$ cat src/rtl/instruction_fetch.sv
// LC-3b instruction fetch: reads words over the memory handshake into a one-entry
// prefetch buffer and hands them to the IR with a single-cycle load strobe.
module instruction_fetch #(
  parameter logic [15:0] RESET_PC = 16'h0000
) (
  input  logic        clk,
  input  logic        reset,
  input  logic        fetch_req,
  input  logic        redirect,
  input  logic [15:0] redirect_pc,
  input  logic        mem_resp,
  input  logic [15:0] mem_rdata,
  output logic        mem_read,
  output logic [15:0] mem_address,
  output logic        ir_load,
  output logic [15:0] ir_data,
  output logic [15:0] inst_pc,
  output logic [15:0] pc_out,
  output logic [1:0]  dbg_state
);

  // Handshake: a read is issued while mem_read=1 with mem_address held stable; it
  // completes in the cycle mem_resp=1 and is never abandoned, even on redirect.
  typedef enum logic [1:0] {
    S_IDLE    = 2'd0,
    S_FETCH   = 2'd1,
    S_DISCARD = 2'd2
  } state_t;

  state_t      r_state;
  logic [15:0] r_fetch_pc;
  logic [15:0] r_req_addr;
  logic        r_buf_valid;
  logic [15:0] r_buf_data;
  logic [15:0] r_buf_pc;
  logic        r_ir_load;
  logic [15:0] r_ir_data;
  logic [15:0] r_inst_pc;
  logic [15:0] r_pc_out;

  state_t      w_state_nxt;
  logic [15:0] w_fetch_pc_nxt;
  logic [15:0] w_req_addr_nxt;
  logic        w_buf_valid_nxt;
  logic [15:0] w_buf_data_nxt;
  logic [15:0] w_buf_pc_nxt;
  logic        w_ir_load_nxt;
  logic [15:0] w_ir_data_nxt;
  logic [15:0] w_inst_pc_nxt;
  logic [15:0] w_pc_out_nxt;
  logic        w_consume;
  logic [15:0] w_redirect_pc;

  // The !r_ir_load term keeps a held fetch_req from delivering on back-to-back cycles.
  assign w_consume     = fetch_req & r_buf_valid & ~r_ir_load & ~redirect;
  assign w_redirect_pc = redirect_pc & 16'hFFFE;

  always_comb begin
    w_state_nxt     = r_state;
    w_fetch_pc_nxt  = r_fetch_pc;
    w_req_addr_nxt  = r_req_addr;
    w_buf_valid_nxt = r_buf_valid;
    w_buf_data_nxt  = r_buf_data;
    w_buf_pc_nxt    = r_buf_pc;
    w_ir_load_nxt   = 1'b0;
    w_ir_data_nxt   = r_ir_data;
    w_inst_pc_nxt   = r_inst_pc;
    w_pc_out_nxt    = r_pc_out;

    if (w_consume) begin
      w_ir_load_nxt   = 1'b1;
      w_ir_data_nxt   = r_buf_data;
      w_inst_pc_nxt   = r_buf_pc;
      w_pc_out_nxt    = r_buf_pc + 16'd2;
      w_buf_valid_nxt = 1'b0;
    end

    case (r_state)
      S_IDLE: begin
        if (redirect) begin
          w_fetch_pc_nxt = w_redirect_pc;
        end else if (!r_buf_valid || w_consume) begin
          w_req_addr_nxt = r_fetch_pc;
          w_state_nxt    = S_FETCH;
        end
      end
      S_FETCH: begin
        if (mem_resp && !redirect) begin
          w_buf_data_nxt  = mem_rdata;
          w_buf_pc_nxt    = r_req_addr;
          w_buf_valid_nxt = 1'b1;
          w_fetch_pc_nxt  = r_fetch_pc + 16'd2;
          w_state_nxt     = S_IDLE;
        end else if (redirect) begin
          w_fetch_pc_nxt = w_redirect_pc;
          w_state_nxt    = mem_resp ? S_IDLE : S_DISCARD;
        end
      end
      S_DISCARD: begin
        // The read in flight belongs to the old path; only its completion matters.
        if (redirect) w_fetch_pc_nxt = w_redirect_pc;
        if (mem_resp) w_state_nxt = S_IDLE;
      end
      default: w_state_nxt = S_IDLE;
    endcase

    if (redirect) w_buf_valid_nxt = 1'b0;
  end

  always_ff @(posedge clk) begin
    if (reset) begin
      r_state     <= S_IDLE;
      r_fetch_pc  <= RESET_PC;
      r_req_addr  <= RESET_PC;
      r_buf_valid <= 1'b0;
      r_buf_data  <= 16'h0000;
      r_buf_pc    <= 16'h0000;
      r_ir_load   <= 1'b0;
      r_ir_data   <= 16'h0000;
      r_inst_pc   <= 16'h0000;
      r_pc_out    <= RESET_PC;
    end else begin
      r_state     <= w_state_nxt;
      r_fetch_pc  <= w_fetch_pc_nxt;
      r_req_addr  <= w_req_addr_nxt;
      r_buf_valid <= w_buf_valid_nxt;
      r_buf_data  <= w_buf_data_nxt;
      r_buf_pc    <= w_buf_pc_nxt;
      r_ir_load   <= w_ir_load_nxt;
      r_ir_data   <= w_ir_data_nxt;
      r_inst_pc   <= w_inst_pc_nxt;
      r_pc_out    <= w_pc_out_nxt;
    end
  end

  assign mem_read    = (r_state != S_IDLE);
  assign mem_address = r_req_addr;
  assign ir_load     = r_ir_load;
  assign ir_data     = r_ir_data;
  assign inst_pc     = r_inst_pc;
  assign pc_out      = r_pc_out;
  assign dbg_state   = r_state;

endmodule

$ cat config.mk
export PLATFORM = sky130hd
export DESIGN_NAME = instruction_fetch
export DESIGN_NICKNAME = d
export VERILOG_FILES = /design/src/rtl/instruction_fetch.sv
export SDC_FILE = /design/constraint.sdc
export NUM_CORES = 1
export LEC_CHECK = 0
export ABC_AREA = 1
export CORE_UTILIZATION = 45
export CTS_CLUSTER_SIZE = 10
export DETAILED_ROUTE_END_ITERATION = 10
export PLACE_DENSITY = 0.75
export SYNTH_ARGS = -nofsm -noshare
export SYNTH_HDL_FRONTEND = slang
export SYNTH_SLANG_ARGS = --single-unit
$ cat constraint.sdc
create_clock -name clk -period 1.36 [get_ports clk]
set_input_delay 0.272 -clock clk [delete_from_list [all_inputs] [get_ports clk]]
set_output_delay 0.272 -clock clk [all_outputs]
set_load 0.05 [all_outputs]
==> results.json <==
{
  "outcome": "finished with violations",
  "violations": "negative setup slack",
  "antenna_found_initial": 0,
  "syn_inst": 622,
  "setup_viol": 17,
  "post_drt_via_cell_ratio": 5.86,
  "grt_pass1_wl_um": 25600,
  "clk_transition_reported_paths_ps": 60,
  "worstSkewPairLatency_ps": 530,
  "first_iter_violations": 418,
  "final_cell_area_sq_um": 8020,
  "r2r-start": "r_buf_pc[4]$_SDFFE_PP0P_",
  "floorplan.initialDensity": 0.472,
  "dpl_cell_area_sq_um": 6820,
  "critPathKind": "reg2reg",
  "die-area_sq_um": 10800,
  "crit_start": "r_buf_pc[4]$_SDFFE_PP0P_",
  "hold_ws_ps": 350,
  "relSlewSlack": 0.746,
  "drv_cap": 0,
  "cp_max_fo": 3,
  "endpoint": "pc_out[8]$_SDFFE_PP0P_",
  "numPortBuffers": 103,
  "gp_congestion": 0.984,
  "cts_tree": "yes",
  "fin_crit_ps": 1590,
  "htreeDepth": 4,
  "clk_path_buf_depth": 2,
  "rsz0062_at_grt": "yes",
  "grt_pass1_vias": 5202,
  "fin_total_pwr_mw": 9.69,
  "n_antenna_cell": 0,
  "crit_arrival_ps": 2030,
  "cpMaxStageDelayCell": "dfxtp_2",
  "avgSynthCellArea_sq_um": 7.55,
  "fin_crit_sh": 1.17,
  "p_leak_nw": 3.19,
  "overflow": 0,
  "rrSetupSlack_ps": -230,
  "crit_chain": "nand2_2 -> nor2_2 -> nand2_1 -> xor2_1 -> nand2_1 -> a21oi_1",
  "dr_total_vias": 5353,
  "ys_types": 35,
  "wire_per_inst_um": 19.5,
  "hold_class": "in2reg",
  "fin_worst_skew_ps": 16.6,
  "dpl.hpwl_um": 9530,
  "drive_gt1_frac": 0.364,
  "ys_seq_elements": 115,
  "clock-root-buffer": "clkbuf_8",
  "setup_tns_ps": -943,
  "drv_slew": 0,
  "core_sq_um": 9950,
  "ant_nets": 0,
  "drt-total-wl_um": 17800,
  "drt_pass1_iterations": 6,
  "area_delta_synth_final_pct": 70.7,
  "cts_hold_buffers": 0,
  "yosys_warnings": 0,
  "synth_area_sq_um": 4700,
  "cpPeakStageDelay_ps": 390,
  "grt_usage": 0.296,
  "fillers": 557,
  "seq_area_frac_synth": 0.490,
  "rr_worst_depth": 6,
  "floorplan.rows": 36,
  "ios": 105,
  "grt_max_degree": 52,
  "crit_path_start_kind": "flop",
  "rr_endpoint": "pc_out[8]$_SDFFE_PP0P_",
  "fin_ws_ps": -227,
  "ir_drop_v": 0.00100,
  "crit_top_cell": "nand2_1",
  "power.density_nw_per_um2": 1210,
  "end_kind": "flop",
  "fmax_mhz": 630,
  "hold_viol": 0,
  "die_h_um": 104,
  "fin_nets": 806,
  "required_ps": 1800,
  "cts.sinks": 115,
  "die_w_um": 104,
  "numCtsBuffers": 17,
  "synthesis.nets": 661,
  "drc": 0,
  "worst_slew_pin_slew_ps": 380
}
-- routing by layer --
layer | global-route usage | up-vias | wire, um
li1 | - | 2357 | -
met1 | 0.327 | 2508 | 6490
met2 | 0.540 | 392 | 8910
met3 | 0.0608 | 96 | 1530
met4 | 0.141 | 0 | 886
met5 | 0 | - | 0
-- cells in the final DEF (no fill, tap or decap), types with 4 or more instances in the layout --
master	instances
o21ai_2	8
nand3_1	15
buf_12	75
dfxtp_2	44
clkbuf_16	18
inv_1	32
o21ai_0	79
a211oi_1	8
clkdlybuf4s50_1	35
nor2_2	15
nand2_4	4
dfxtp_4	7
inv_2	7
nor2_1	117
buf_6	11
clkinv_4	4
bufinv_16	4
xor2_1	4
nor3_1	9
a21oi_2	4
dfxtp_1	64
nand3_4	5
nand2_2	6
nor2_4	9
nand4_1	11
a21oi_1	46
buf_4	37
nand2_1	58
inv_4	5
-- cells in the mapped netlist, drive strengths merged --
cell type	instances	area, sq um
nor2	141	544
dfxtp	115	2300
o21ai	90	450
nand2	68	263
a21oi	50	250
inv	44	165
buf	25	154
nand3	22	115
nand4	11	68.8
a211oi	10	80.1
nor3	10	50.1
clkbuf	9	33.8
xor2	7	61.3
or2	4	25.0
a31oi	3	18.8
o211ai	3	22.5
ha	2	25.0
nor4	2	12.5
o211a	2	20.0
a32oi	1	8.76
nand3b	1	7.51
o221ai	1	8.76
xnor2	1	8.76
-- critical path, delay by kind of cell (launching register included) --
family           cells  cell delay (ps)
XOR/XNOR             1              340
flip-flops           1              390
AND/OR/NAND/NOR      4              600
AO/OA/AOI/OAI        1              180
-- area by class of cell --
cell class              count  area (sq um)  area share
flip-flops and latches    115          2380       0.297
repair buffers            160          2290       0.286
inverters                  44           178      0.0222
multi-input cells         429          2350       0.293
clock buffers              19           453      0.0565
clock inverters            13           194      0.0242
well taps                 133           166      0.0208
-- worst min path at each step --
stage	cells after the start	end	from	slack, ps
floorplan	1	r_buf_valid$_SDFF_PP0_	redirect	340
global placement	2	r_fetch_pc[0]$_SDFFE_PP0P_	r_fetch_pc[0]$_SDFFE_PP0P_	440
detailed placement	2	mem_address[0]$_SDFFE_PP0P_	r_fetch_pc[0]$_SDFFE_PP0P_	460
CTS	3	r_buf_data[4]$_SDFFE_PP0P_	mem_rdata[4]	330
global route	3	r_buf_data[4]$_SDFFE_PP0P_	mem_rdata[4]	360
finish	3	r_buf_data[3]$_SDFFE_PP0P_	mem_rdata[3]	350
-- power breakdown --
group | internal [mW] | switching (mW) | leakage (nW) | total [mW]
combinational | 0.520 | 0.605 | 1.92 | 1.13
sequential | 3.50 | 0.170 | 0.960 | 3.67
clock | 3.16 | 1.74 | 0.315 | 4.90
-- sequential cells by signal, indices dropped and copies added (netlist names), 2 cells and up --
register     flops
inst_pc         16
ir_data         16
mem_address     16
r_buf_data      16
r_buf_pc        16
r_fetch_pc      16
pc_out          15
dbg_state        2
-- cells by family after synthesis --
kind of cell,synth area share
fa+ha+maj,0.00533
simple gates,0.231
compound gates,0.183
buf+inv,0.0751
flops,0.490
xor+xnor,0.0149
-- what timing repair did --
item                                    in CTS  in global routing
pin swaps                                    8                 20
gates cloned                                 0                  1
endpoints found under the setup margin      43                 88
resized for setup                           51                110
setup buffers                                5                  5
-- metrics by stage --
step                worst slack, ps  instances  utilization
floorplan                      1.89        622            -
global placement               -422        870        0.685
detailed placement             -473        870        0.685
CTS                            -115        907        0.765
global route                   -294        913        0.805
finish                         -227        913        0.805
(Power assumes the default switching activity.)
